File: src/rtl/prng_pkg.sv
// Shared types and constants for the dice random-number source and its display stage.
package prng_pkg;

    localparam int unsigned VALUE_W          = 8;
    localparam int unsigned DEFAULT_TICK_DIV = 10_000_000;
    localparam logic [VALUE_W-1:0] LFSR_TAPS    = 8'hB8;
    localparam logic [VALUE_W-1:0] DEFAULT_SEED = 8'hA5;

    typedef enum logic [1:0] {
        IDLE,
        ROLL,
        SHOW
    } state_e;

    // One Galois step; an all-zero register is a lock-up state, so reload the seed instead.
    function automatic logic [VALUE_W-1:0] lfsr_next(
        input logic [VALUE_W-1:0] cur,
        input logic [VALUE_W-1:0] seed
    );
        if (cur == '0) begin
            return seed;
        end else if (cur[0]) begin
            return (cur >> 1) ^ LFSR_TAPS;
        end else begin
            return cur >> 1;
        end
    endfunction

endpackage

File: src/rtl/prng_roll_core_if.sv
// Roll button and result bus between the random-number core and its consumer.
interface prng_roll_core_if;
    import prng_pkg::*;

    logic               en;
    logic [VALUE_W-1:0] value;
    logic               valid;
    logic               tick;
    logic               rolling;

    modport master (
        output en,
        input  value,
        input  valid,
        input  tick,
        input  rolling
    );

    modport slave (
        input  en,
        output value,
        output valid,
        output tick,
        output rolling
    );

endinterface

File: src/rtl/prng_roll_core_tick_div.sv
// Free-running divider: one-cycle registered strobe every TICK_DIV clocks.
module tick_div #(
    parameter int unsigned TICK_DIV = 10_000_000
) (
    input  logic i_clk,
    input  logic i_rst_n,
    output logic o_tick
);

    localparam int unsigned CNT_W = $clog2(TICK_DIV);
    localparam logic [CNT_W-1:0] CNT_MAX = CNT_W'(TICK_DIV - 1);

    logic [CNT_W-1:0] r_cnt;
    logic             r_tick;
    logic             w_wrap;

    assign w_wrap = (r_cnt == CNT_MAX);

    // Strobe is set on the same edge the counter wraps to zero.
    always_ff @(posedge i_clk or negedge i_rst_n) begin
        if (!i_rst_n) begin
            r_cnt  <= '0;
            r_tick <= 1'b0;
        end else begin
            r_cnt  <= w_wrap ? '0 : r_cnt + CNT_W'(1);
            r_tick <= w_wrap;
        end
    end

    assign o_tick = r_tick;

endmodule

File: src/rtl/prng_roll_core.sv
// Dice random-number source: free-running LFSR, EN synchroniser and roll/hold state machine.
module prng_roll_core
    import prng_pkg::*;
#(
    parameter int unsigned        TICK_DIV = DEFAULT_TICK_DIV,
    parameter logic [VALUE_W-1:0] SEED     = DEFAULT_SEED
) (
    input  logic             i_clk,
    input  logic             i_rst_n,
    prng_roll_core_if.slave  bus
);

    logic [VALUE_W-1:0] r_lfsr;
    logic               r_s1;
    logic               r_s2;
    logic               r_s2_d;
    state_e             r_state;
    logic [VALUE_W-1:0] r_value;
    logic               r_valid;
    logic               r_rolling;
    logic               w_tick;
    logic               w_rise;
    logic               w_fall;

    tick_div #(
        .TICK_DIV (TICK_DIV)
    ) u_tick_div (
        .i_clk   (i_clk),
        .i_rst_n (i_rst_n),
        .o_tick  (w_tick)
    );

    always_ff @(posedge i_clk or negedge i_rst_n) begin
        if (!i_rst_n) begin
            r_lfsr <= SEED;
        end else begin
            r_lfsr <= lfsr_next(r_lfsr, SEED);
        end
    end

    // EN is an asynchronous button: two-flop synchroniser plus an edge-detect delay.
    always_ff @(posedge i_clk or negedge i_rst_n) begin
        if (!i_rst_n) begin
            r_s1   <= 1'b0;
            r_s2   <= 1'b0;
            r_s2_d <= 1'b0;
        end else begin
            r_s1   <= bus.en;
            r_s2   <= r_s1;
            r_s2_d <= r_s2;
        end
    end

    assign w_rise = r_s2 & ~r_s2_d;
    assign w_fall = ~r_s2 & r_s2_d;

    // A fall wins over a coincident tick; both would latch the same pre-step LFSR value.
    always_ff @(posedge i_clk or negedge i_rst_n) begin
        if (!i_rst_n) begin
            r_state   <= IDLE;
            r_value   <= '0;
            r_valid   <= 1'b0;
            r_rolling <= 1'b0;
        end else begin
            r_valid <= 1'b0;
            case (r_state)
                IDLE: begin
                    if (w_rise) begin
                        r_state   <= ROLL;
                        r_rolling <= 1'b1;
                    end
                end
                ROLL: begin
                    if (w_fall) begin
                        r_state   <= SHOW;
                        r_value   <= r_lfsr;
                        r_valid   <= 1'b1;
                        r_rolling <= 1'b0;
                    end else if (w_tick) begin
                        r_value <= r_lfsr;
                    end
                end
                SHOW: begin
                    if (w_rise) begin
                        r_state   <= ROLL;
                        r_rolling <= 1'b1;
                    end
                end
                default: begin
                    r_state   <= IDLE;
                    r_rolling <= 1'b0;
                end
            endcase
        end
    end

    assign bus.value   = r_value;
    assign bus.valid   = r_valid;
    assign bus.tick    = w_tick;
    assign bus.rolling = r_rolling;

endmodule

File: src/flat_wrapper.sv
// flat-port wrapper written by rule: the top's interface ports become plain ports
module prng_roll_core_flat import prng_pkg::*;
#(
    parameter int unsigned        TICK_DIV = DEFAULT_TICK_DIV,
    parameter logic [VALUE_W-1:0] SEED     = DEFAULT_SEED
)
  (i_clk, i_rst_n, bus_en, bus_value, bus_valid, bus_tick, bus_rolling);
  prng_roll_core_if bus_i ();
  input  logic i_clk;
  input  logic i_rst_n;
  input wire logic [$bits(bus_i.en)-1:0] bus_en;
  output wire logic [$bits(bus_i.value)-1:0] bus_value;
  output wire logic [$bits(bus_i.valid)-1:0] bus_valid;
  output wire logic [$bits(bus_i.tick)-1:0] bus_tick;
  output wire logic [$bits(bus_i.rolling)-1:0] bus_rolling;
  assign bus_i.en = bus_en;
  assign bus_value = bus_i.value;
  assign bus_valid = bus_i.valid;
  assign bus_tick = bus_i.tick;
  assign bus_rolling = bus_i.rolling;
  prng_roll_core #(.TICK_DIV(TICK_DIV), .SEED(SEED)) u_core (.i_clk(i_clk), .i_rst_n(i_rst_n), .bus(bus_i));
endmodule
File: config.mk
export PLATFORM = sky130hd
export DESIGN_NAME = prng_roll_core_flat
export DESIGN_NICKNAME = d
export VERILOG_FILES = /design/src/rtl/prng_pkg.sv /design/src/rtl/prng_roll_core_if.sv /design/src/rtl/prng_roll_core_tick_div.sv /design/src/rtl/prng_roll_core.sv /design/src/flat_wrapper.sv
export SDC_FILE = /design/constraint.sdc
export NUM_CORES = 1
export LEC_CHECK = 0
export ABC_AREA = 1
export CAP_MARGIN = 25
export CORE_MARGIN = 3
export CORE_UTILIZATION = 45
export CTS_CLUSTER_DIAMETER = 200
export CTS_CLUSTER_SIZE = 30
export DETAILED_ROUTE_END_ITERATION = 8
export PLACE_DENSITY_LB_ADDON = 0.2
export SYNTH_ARGS = -nofsm -noshare
export SYNTH_HDL_FRONTEND = slang
export SYNTH_SLANG_ARGS = --single-unit
export TNS_END_PERCENT = 50
File: constraint.sdc
create_clock -name i_clk -period 1.5 [get_ports i_clk]
set_input_delay 0.3 -clock i_clk [delete_from_list [all_inputs] [get_ports i_clk]]
set_output_delay 0.3 -clock i_clk [all_outputs]
set_load 0.05 [all_outputs]
==> qor.txt <==
SYNTHESIS
---------------------------------------------------------------------------
FF+latch count, synth ........................................           48
Post-synthesis async set-or-reset flop share .................         100%
Number of standard cells after synthesis .....................          279
Register area share after synthesis ..........................        50.3%
Summed instance area of the synthesized netlist ..............    2400 um^2
Share of the synthesized area in the top cell type ...........        45.9%
Mapped Avg Cell Area .........................................    8.60 um^2
Area leader, netlist .........................................      dfrtp_1
Count of synthesis-stage warnings from yosys .................            0
Syn Nets .....................................................          283
Most instantiated flip-flop cell in the synthesis netlist ....      dfrtp_1
Library cell with the highest instance count after synthesis .      nand2_1
Ranking of synthesized cells by area ......................... dfrtp_1, nand2_1, inv_1
Library cells used by synthesis ..............................           32
Synth cell count leaders ..................................... nand2_1, dfrtp_1, inv_1
Number of flops mapped to enable cells by yosys ..............            0

POWER
---------------------------------------------------------------------------
Leakage power summed over all cells ..........................      1.40 nW
Power density over the cells ................................. 1260 nW/um^2
Power share of the sequential group ..........................        45.1%
Switch share .................................................        34.5%
Cell internal pwr ............................................    0.00234 W
Logic gate share of total power ..............................        33.9%
Highest ir drop seen on vdd ..................................     0.775 mV
Total power after layout .....................................    0.00356 W
Switching power total ........................................    0.00123 W
Portion of total power attributed to the clock network .......        21.0%

FINISH
---------------------------------------------------------------------------
Diodes inserted ..............................................            0
Layout net count .............................................          302
Non-filler cells in the finished layout ......................          366
Area growth from synthesis to layout .........................        18.3%
Layout cells sized above 1 ...................................        19.1%
Utilization after layout .....................................        57.4%

WORST SETUP PATH
---------------------------------------------------------------------------
Highest net fanout along the worst path ......................            8
WP data required .............................................      1.69 ns
Kind of end point of the critical path .......................         flop
Crit path launch type ........................................         flop
Critical Path AT .............................................      1.58 ns
CP Class .....................................................      reg2reg

FLOORPLANNING
---------------------------------------------------------------------------
Width of the chip ............................................      79.0 um
Number of top-level pins .....................................           14
Die height ...................................................      79.0 um
Initial standard-cell utilization of the core ................        48.5%
Area enclosed by the die boundary ............................    6240 um^2
Core box area ................................................    4940 um^2
# rows .......................................................           25

CTS
---------------------------------------------------------------------------
CTS sink count ...............................................           48
TritonCTS Buffers ............................................            5
Root buf cell ................................................     clkbuf_8
Clock tree from TritonCTS ....................................        built
Worst-path clk slew ..........................................      0.08 ns
Number of H-tree levels ......................................            2
Clk Latency, worst-skew pair .................................      0.31 ns
Maximum clock path buffer count ..............................            2

GLOBAL ROUTE
---------------------------------------------------------------------------
Overall global routing resource usage ........................        16.3%
Largest net degree at the start of global routing ............           49
Initial antenna violation count ..............................            0
Residual overflow from global routing ........................            0
Global-route wire length before repair .......................      7850 um
Number of global-route vias before repair ....................         1763

ROUTING
---------------------------------------------------------------------------
Number of iterations in the first detailed-routing pass ......            5
Routed len/inst ..............................................      11.9 um
Met3 routed WL ...............................................       199 um
Met2 Wirelength ..............................................      2070 um
Iter 0 DRT Violations ........................................           94
Final WL .....................................................      4360 um
Post-detailed-route count of antenna-violating nets ..........            0
Uppermost routed layer .......................................         met4
Via density per instance .....................................         4.83
Detailed-route DRC error count ...............................            0
Length of routed wiring on met1 ..............................      2020 um
Vias post-DR .................................................         1766

STA
---------------------------------------------------------------------------
Setup Skew ...................................................   0.00805 ns
Final Cycle Share ............................................        92.7%
Headroom to the max-slew limit ...............................        73.7%
Minimum clock period .........................................      1.39 ns
Least-Margin Pin Slew ........................................     0.393 ns
FMAX .........................................................      719 MHz
Setup repair after global routing missed its margin ..........        false
Slew Viols, Final ............................................            0
Worst Hold Margin ............................................     0.379 ns
Hold violation total from the final report ...................            0
Final setup vio count ........................................            0
Total negative slack .........................................         0 ns

MIN PATH
---------------------------------------------------------------------------
Worst min-delay path class ...................................      reg2reg

PLACEMENT
---------------------------------------------------------------------------
PortBufs .....................................................           13
GP Congestion ................................................        0.906
Inst Count DP ................................................          356
Detail Placement HPWL ........................................      3370 um

STATUS
---------------------------------------------------------------------------
Run status ................................................... finished, final reports clean

RUN
---------------------------------------------------------------------------
Number of maximum-capacitance constraint violations ..........            0

[layout by cell type (no fill, tap or decap), types with 3 or more instances in the layout]
master	n
nor3_1	4
a21oi_1	5
buf_12	12
nand2_4	3
xor2_1	14
nor2_2	10
inv_1	40
nand2_1	61
nand3_1	10
nor2_1	37
dfrtp_1	44
nand2_2	6
dfstp_2	4
nand4_1	8
clkbuf_8	5
nor2_4	3
o21ai_1	9
[area by class of cell]
| class | count | area [um^2] |
|---|---|---|
| clock buffers | 6 | 72.6 |
| clock inverters | 2 | 12.5 |
| fillers | 450 | 2110 |
| inverters | 42 | 163 |
| multi-input cells | 185 | 1030 |
| flip-flops and latches | 48 | 1210 |
| well taps | 67 | 83.8 |
| repair buffers | 16 | 273 |
[layer usage]
| layer | vias to the layer above | track usage (%) |
|---|---|---|
| met2 | 41 | 26.4 |
| li1 | 895 | - |
| met1 | 823 | 21.4 |
| met3 | 7 | 3.40 |
| met4 | 0 | 6.53 |
| met5 | - | 0 |
[worst max-delay path: stages (launching register included)]
cell      delay, ns
dfrtp_1        0.41
ha_4           0.17
nand2_2        0.10
nor2_2         0.14
nand2_1        0.09
nor2_2         0.12
nand2_2        0.11
clkinv_4       0.09
nor2_1         0.05
[sequential cells by signal (all words and copies together), names as in the netlist]
name / count
u_core.bus.value: 8
u_core.r_s2: 1
u_core.r_lfsr: 8
u_core.r_s2_d: 1
u_core.r_s1: 1
u_core.bus.rolling: 1
u_core.bus.valid: 1
u_core.u_tick_div.r_cnt: 24
u_core.u_tick_div.o_tick: 1
u_core.r_state: 2
[repair_timing]
action                                  CTS  global route
endpoints found under the setup margin    0            16
hold buffers                              1             0
resized for setup                         0             3
hold endpoints to repair                 44             0
setup buffers                             0             1
[worst paths after layout]
check / cells past startpoint / from / slack (ns) / to
max in group asynchronous: 3 / i_rst_n / 0.73 / u_core.r_lfsr[0]
hold / removal: 0 / u_core.r_s1 / 0.38 / u_core.r_s2
min in group asynchronous: 3 / i_rst_n / 0.49 / u_core.r_lfsr[3]
hold reg to reg: 0 / u_core.r_s1 / 0.38 / u_core.r_s2
setup / recovery: 8 / u_core.u_tick_div.r_cnt[1] / 0.11 / u_core.u_tick_div.r_cnt[12]
setup reg to reg: 8 / u_core.u_tick_div.r_cnt[1] / 0.11 / u_core.u_tick_div.r_cnt[12]
[cells by family after synthesis]
logic type,share of synthesized area (%)
simple gates,31.5
flops,50.3
buf+inv,7.77
compound gates,4.12
xor+xnor,5.84
fa+ha+maj,0.522
[stage by stage]
stage | setup slack (ns) | instance area (um^2)
floorplan | 0.204 | 2400
global placement | 0.103 | 2710
detailed placement | 0.0354 | 2710
CTS | 0.0184 | 2810
global route | 0.00251 | 2840
finish | 0.109 | 2840
[power groups by stage]
stage | Clock [W] | Sequential (W) | Combinational (W)
final | 0.000747 | 0.00161 | 0.00121
after global routing | 0.000841 | 0.00163 | 0.00127
after CTS | 0.000781 | 0.00161 | 0.00122
after detailed placement | 0 | 0.00164 | 0.00121
after global placement | 0 | 0.00162 | 0.00120
after floorplan | 0 | 0.00199 | 0.000190
(Power assumes the default switching activity.)
